<file path="config.mk">
export PLATFORM = sky130hd
export DESIGN_NAME = bit_serial_alu
export DESIGN_NICKNAME = d
export VERILOG_FILES = /design/src/rtl/bit_serial_alu.sv
export SDC_FILE = /design/constraint.sdc
export NUM_CORES = 1
export LEC_CHECK = 0
export ABC_CLOCK_PERIOD_IN_PS = 3080
export BUFFER_PORTS_ARGS = -buffer_cell sky130_fd_sc_hd__buf_2
export CAP_MARGIN = 20
export CORE_MARGIN = 2
export CORE_UTILIZATION = 47
export DETAILED_ROUTE_END_ITERATION = 8
export PLACE_DENSITY = 0.71
export SLEW_MARGIN = 20
export SYNTH_ARGS = -nofsm -noshare
export SYNTH_HDL_FRONTEND = slang
export SYNTH_SLANG_ARGS = --single-unit
</file>
<file path="constraint.sdc">
create_clock -name clk -period 3.08 [get_ports clk]
set_input_delay 0.616 -clock clk [delete_from_list [all_inputs] [get_ports clk]]
set_output_delay 0.616 -clock clk [all_outputs]
set_load 0.03 [all_outputs]
</file>
<file path="src/rtl/bit_serial_alu.sv">
// Bit-serial ALU execute stage: one operand bit pair per clock, LSB first,
// through the XOR sum path into a shift register; commits result/flags on done.
module bit_serial_alu #(
  parameter int WIDTH = 4
) (
  input  logic             clk,
  input  logic             rst,
  input  logic             start,
  input  logic [2:0]       op,
  input  logic [WIDTH-1:0] a,
  input  logic [WIDTH-1:0] b,
  output logic             busy,
  output logic             done,
  output logic [WIDTH-1:0] result,
  output logic             carry,
  output logic             zero
);

  localparam int CW = (WIDTH > 1) ? $clog2(WIDTH) : 1;

  typedef enum logic [1:0] {S_IDLE, S_EXEC, S_DONE} state_t;
  typedef enum logic [2:0] {
    OP_ADD  = 3'b000,
    OP_SUB  = 3'b001,
    OP_AND  = 3'b010,
    OP_OR   = 3'b011,
    OP_XOR  = 3'b100,
    OP_XNOR = 3'b101,
    OP_PASS = 3'b110,
    OP_NOT  = 3'b111
  } op_t;

  state_t           state_q, state_d;
  op_t              op_q, op_d;
  logic [WIDTH-1:0] a_q, a_d;
  logic [WIDTH-1:0] b_q, b_d;
  logic [WIDTH-1:0] shift_q, shift_d;
  logic [CW-1:0]    cnt_q, cnt_d;
  logic             c_q, c_d;
  logic [WIDTH-1:0] result_q, result_d;
  logic             carry_q, carry_d;
  logic             zero_q, zero_d;

  logic             b_eff;
  logic             res_bit;
  logic             c_nx;

  always_ff @(posedge clk or posedge rst) begin
    if (rst) begin
      state_q  <= S_IDLE;
      op_q     <= OP_ADD;
      a_q      <= '0;
      b_q      <= '0;
      shift_q  <= '0;
      cnt_q    <= '0;
      c_q      <= 1'b0;
      result_q <= '0;
      carry_q  <= 1'b0;
      zero_q   <= 1'b0;
    end else begin
      state_q  <= state_d;
      op_q     <= op_d;
      a_q      <= a_d;
      b_q      <= b_d;
      shift_q  <= shift_d;
      cnt_q    <= cnt_d;
      c_q      <= c_d;
      result_q <= result_d;
      carry_q  <= carry_d;
      zero_q   <= zero_d;
    end
  end

  // Per-bit datapath; operand registers shift right so bit 0 is always current.
  always_comb begin
    b_eff   = (op_q == OP_SUB) ? ~b_q[0] : b_q[0];
    res_bit = 1'b0;
    c_nx    = 1'b0;
    case (op_q)
      OP_ADD, OP_SUB: begin
        res_bit = a_q[0] ^ b_eff ^ c_q;
        c_nx    = (a_q[0] & b_eff) | (a_q[0] & c_q) | (b_eff & c_q);
      end
      OP_AND:  res_bit = a_q[0] & b_q[0];
      OP_OR:   res_bit = a_q[0] | b_q[0];
      OP_XOR:  res_bit = a_q[0] ^ b_q[0];
      OP_XNOR: res_bit = ~(a_q[0] ^ b_q[0]);
      OP_PASS: res_bit = a_q[0];
      default: res_bit = ~a_q[0];
    endcase
  end

  always_comb begin
    state_d  = state_q;
    op_d     = op_q;
    a_d      = a_q;
    b_d      = b_q;
    shift_d  = shift_q;
    cnt_d    = cnt_q;
    c_d      = c_q;
    result_d = result_q;
    carry_d  = carry_q;
    zero_d   = zero_q;
    case (state_q)
      S_IDLE: begin
        if (start) begin
          op_d    = op_t'(op);
          a_d     = a;
          b_d     = b;
          cnt_d   = '0;
          c_d     = (op == 3'b001);
          state_d = S_EXEC;
        end
      end
      S_EXEC: begin
        shift_d = {res_bit, shift_q[WIDTH-1:1]};
        a_d     = a_q >> 1;
        b_d     = b_q >> 1;
        c_d     = c_nx;
        cnt_d   = cnt_q + CW'(1);
        if (cnt_q == CW'(WIDTH - 1)) begin
          state_d  = S_DONE;
          result_d = shift_d;
          carry_d  = c_nx;
          zero_d   = (shift_d == '0);
        end
      end
      default: state_d = S_IDLE;
    endcase
  end

  assign busy   = (state_q == S_EXEC);
  assign done   = (state_q == S_DONE);
  assign result = result_q;
  assign carry  = carry_q;
  assign zero   = zero_q;

endmodule

</file>
# Yosys cells after proc, flatten, opt, wreduce, memory -nomap -nowiden
# Cells that the tools add are included.
[op_classes]
addsub = 1
eq_ne = 12
muxes = 14
n_bitwise = 13
reduce_logical = 9
[ops]
columns = ["cell", "n"]
rows = [
  ["$pmux W4 S2", 2],
  ["$eq A3 B3 Y1 const B", 3],
  ["$mux W4", 2],
  ["$pmux W2 S2", 2],
  ["$reduce_and A2 Y1", 4],
  ["$eq A3 B1 Y1 const B", 2],
  ["$eq A3 B2 Y1 const B", 2],
  ["$mux W2", 3],
  ["$pmux W1 S6", 1],
  ["$and A1 B1 Y1", 4],
  ["$eq A2 B2 Y1 const B", 2],
  ["$logic_not A4 Y1", 1],
  ["$logic_not A3 Y1", 1],
  ["$mux W1", 3],
  ["$not A1 Y1", 3],
  ["$or A1 B1 Y1", 3],
  ["$xor A1 B1 Y1", 3],
  ["$add A2 B1 Y2 const B", 1],
  ["$eq A2 B1 Y1 const B", 1],
  ["$logic_not A2 Y1", 1],
  ["$ne A2 B1 Y1 const B", 1],
  ["$ne A2 B2 Y1 const B", 1],
  ["$pmux W1 S2", 1],
  ["$reduce_bool A2 Y1", 1],
  ["$reduce_or A2 Y1", 1],
]
[word_totals]
ff_bits = 26
in_bits = 14
elab_cells = 59

# Logic depth before layout (Yosys ltp)
[logic_depth]
word_depth = 7
mapped_depth = 8
depth_no_buf = 8

# Worst setup path before layout
# No wires, ideal clock.
[synth_timing]
path_kind = "register -> register"
from = "reg op_q[1]"
to = "reg zero_q (netlist: zero)"
setup_time_ns = 0.121
t_arrival_ns = 1.737
slack_ns = 1.222
stages_incl_launch_ff = 9
synth_period_minus_slack_ns = 1.858
path_cell_list = "dfrtp_1 > nor2_1 > nand2_1 > xnor2_1 > fa_1 > nor2_1 > a31oi_1 > mux2_4 > a22o_1"
[synth_between]
elab_chain_cells = 6
[synth_rtl]
columns = ["element", "line_no", "rtl"]
rows = [
  ["start, declared", "34", "op_t op_q, op_d;"],
  ["start signal, assigned", "62", "op_q <= op_d;"],
  ["$eq A3 B1 Y1", "76, 79", ""],
  ["$mux W1", "76", "b_eff = (op_q == OP_SUB) ? ~b_q[0] : b_q[0];"],
  ["$xor A1 B1 Y1 (2 in a row)", "81", "res_bit = a_q[0] ^ b_eff ^ c_q;"],
  ["$pmux W1 S6 *", "79", "case (op_q)"],
  ["$logic_not A4 Y1 *", "125", "zero_d = (shift_d == '0);"],
  ["end signal, assigned", "70", "zero_q <= zero_d;"],
  ["end, declared", "42", "logic zero_q, zero_d;"],
]
# Mark *: on every way between the ends. The rest lies on a longest branch, timed or not.
# A chain may end at the register's enable or synchronous reset.

# Final worst setup path
[layout_timing]
from = "reg state_q[1]"
to = "out busy"
[layout_between]
elab_chain_cells = 1
[layout_rtl]
columns = ["element", "line_no", "rtl"]
rows = [
  ["start, declared", "33", "state_t state_q, state_d;"],
  ["start signal, assigned", "61", "state_q <= state_d;"],
  ["$eq A2 B1 Y1", "132", "assign busy = (state_q == S_EXEC);"],
  ["end, declared", "12", "output logic busy,"],
]
# Every way passes these cells.

==> impl_metrics.toml <==
[clocking]
numCtsBuffers = 3
clock-root-buffer = "clkbuf_4"
cts_setup_buffers = 0
cts_buffer_depth = 2
cts_resized = 0
clkSinkCount = 25
path_clk_slew_ns = 0.13
cts_hold_buffers = 0
worstSkewPairLatency_ns = 0.31
htree_levels = 1
cts_tree = "yes"

[cells_and_area]
fill_cells = 198
antenna_cells = 0
drive_gt1_share_pct = 22.5
multiInputGateArea_sq_um = 487
fin_nets = 161
area_growth_pct = 12.3
final-seq-area_sq_um = 626
stdcell_count = 170
fin_area_sq_um = 1300

[floorplanning]
fp.dieArea_sq_um = 2880
core-area_sq_um = 2280
start_util_pct = 50.9
fp-row-count = 17
die_w_um = 53.7
die_h_um = 53.7
io_pins = 22

[timing]
rsz0062_at_grt = "false"
period_needed_ns = 2.44
maxSlewViolCount = 0
relSlewSlack_pct = 38.6
worstMarginPinSlew_ns = 0.920
finalHoldViolCount = 0
skew_ns = 0.00182
finalSetupTns_ns = 0
whs_ns = 0.478
period_share_pct = 79.4
fmax_ghz = 0.409
setup_viol_count_final = 0

[status]
outcome = "finished clean"

[synth]
syn_nets = 140
synth_cell_types = 26
syn_area_sq_um = 1160
yosysWarnings = 0
synth.ff_latch_count = 25
syn_area_per_cell_sq_um = 9.50
netlist_instances = 122
seq_area_frac_synth_pct = 54.0

[critical_path]
crit_buf_inv = 2
critical-path-max-stage-delay_ns = 0.43
r2r.worst_path.cells = 8
endpoint_kind = "output port"
critical_path.top_delay_family = "buffers and inverters"
crit_required_ns = 2.46
cp_max_fo = 19
arrival_ns = 1.83
r2r-start = "op_q[1]$_DFFE_PP0P_"
start_kind = "register"
path_depth = 3
setup.worst_path.class = "register to output port"
crit_chain = "nand2b_1 -> inv_1 -> buf_2"
cp_slowest_cell = "dfrtp_1"
critPathLaunch = "state_q[1]$_DFFE_PP0P_"

[global_route]
grt_max_degree = 26
grt_first_pass_wirelength_um = 3750
grt.overflow.total = 0
first_global_vias = 837
antenna_found_initial = 0
grtUsageTotal_pct = 18.8

[flow_run]
cap_viol_max_count = 0

[routing]
via_count = 851
viasPerCell = 5.01
first_pass_iters = 3
route.antenna.remaining_nets = 0
drc = 0
routed_wl_um = 2120
wl_per_cell_um = 12.4
first_iter_violations = 8

[power]
power_density_nw_per_um2 = 1120
power.total_mw = 1.46
p_leak_nw = 0.665
vdd_ir_drop_max_v = 0.000712

[place]
io_buffers = 21
dp.cells = 166
globalplace.congestion = 0.726
hpwlAfterDp_um = 1560
placed_area_sq_um = 1270

[worst_hold_path]
hp-class = "input pin to async pin"
layout make-up:
cell class              instances  area share (%)
repair buffers                 21            8.08
well taps                      28            2.69
flip-flops and latches         25            48.1
multi-input cells              86            37.4
inverters                       6            1.73
clock buffers                   4            2.02
worst paths after layout:
path | end | slack [ns]
min | result[2]$_DFFE_PP0P_ | 0.48
min in group clk | op_q[1]$_DFFE_PP0P_ | 0.49
min reg2reg | result[3]$_DFFE_PP0P_ | 0.50
max in group asynchronous | b_q[0]$_DFFE_PP0P_ | 2.05
max reg2reg | zero$_DFFE_PP0P_ | 1.03
max | busy | 0.64
cells in the final DEF, fill, tap and decap left out, drive strengths merged, types with 4 or more instances in the layout:
cell,count
a31oi,6
o21ai,8
clkbuf,4
buf,21
nor2,11
nand2,37
mux2,5
dfrtp,25
inv,6
worst register-to-register path: stages (launching register included):
cell	delay, ns
dfrtp_1	0.46
nor2_1	0.11
nand2_1	0.08
xnor2_1	0.22
fa_1	0.45
nor2_1	0.09
a31oi_1	0.05
mux2_4	0.30
a22o_1	0.20
Yosys cell counts:
master    instances  area share [%]
inv_1             6             1.9
mux2i_1           1            0.86
a22o_1            1            0.76
nor2_1           11             3.6
nor4_1            1            0.54
dfrtp_1          25              54
buf_2             4             1.7
o21ai_0           8             3.5
nor3b_2           1             1.1
xor2_1            1            0.76
nor3_1            1            0.43
a31oi_1           6             3.2
mux2_2            4             3.9
ha_1              3             3.2
clkbuf_1          1            0.32
nand2_1          36              12
xnor2_1           1            0.76
nand2_2           1            0.54
a21oi_1           3             1.3
nor2b_1           1            0.54
nand2b_1          1            0.54
or2_2             1            0.54
nand3_1           1            0.43
fa_1              1             1.7
or4b_1            1            0.86
mux2_4            1             1.3
cells by family (layout without fill, tap and decap cells):
family	count (synthesis)	count (layout)	share of synthesized area [%]
adder cells (fa/ha/maj)	4	4	4.97
AO/OA/AOI/OAI	18	18	8.75
multiplexers	6	6	6.05
XOR/XNOR	2	2	1.51
buffers and inverters	11	31	4.00
flip-flops	25	25	54.0
AND/OR/NAND/NOR	56	56	20.7
per-stage QoR:
step,setup slack [ns],util [%]
after floorplan,1.22,-
after global placement,1.05,56.0
after detailed placement,1.01,56.0
after CTS,0.645,57.2
after global routing,0.491,57.2
final,0.636,57.2
where the power goes:
| part | leakage [nW] | switching, mW | total [mW] | internal [mW] |
|---|---|---|---|---|
| clock network | 0.0150 | 0.0938 | 0.144 | 0.0507 |
| logic | 0.341 | 0.435 | 0.711 | 0.277 |
| registers | 0.309 | 0.113 | 0.599 | 0.486 |
layer usage:
| layer | vias up | GRT usage (%) | wire, um |
|---|---|---|---|
| met5 | - | 0 | 0 |
| met4 | 0 | 7.69 | 34 |
| met3 | 6 | 3.33 | 63 |
| met2 | 13 | 29.6 | 986 |
| met1 | 396 | 25.7 | 1030 |
| li1 | 436 | - | - |
flip-flops by register name (all words and copies together), names as in the netlist:
name     count
a_q          4
b_q          4
c_q          1
carry        1
cnt_q        2
op_q         3
result       4
shift_q      3
state_q      2
zero         1
Note: power is estimated with default switching activity, not from simulation.
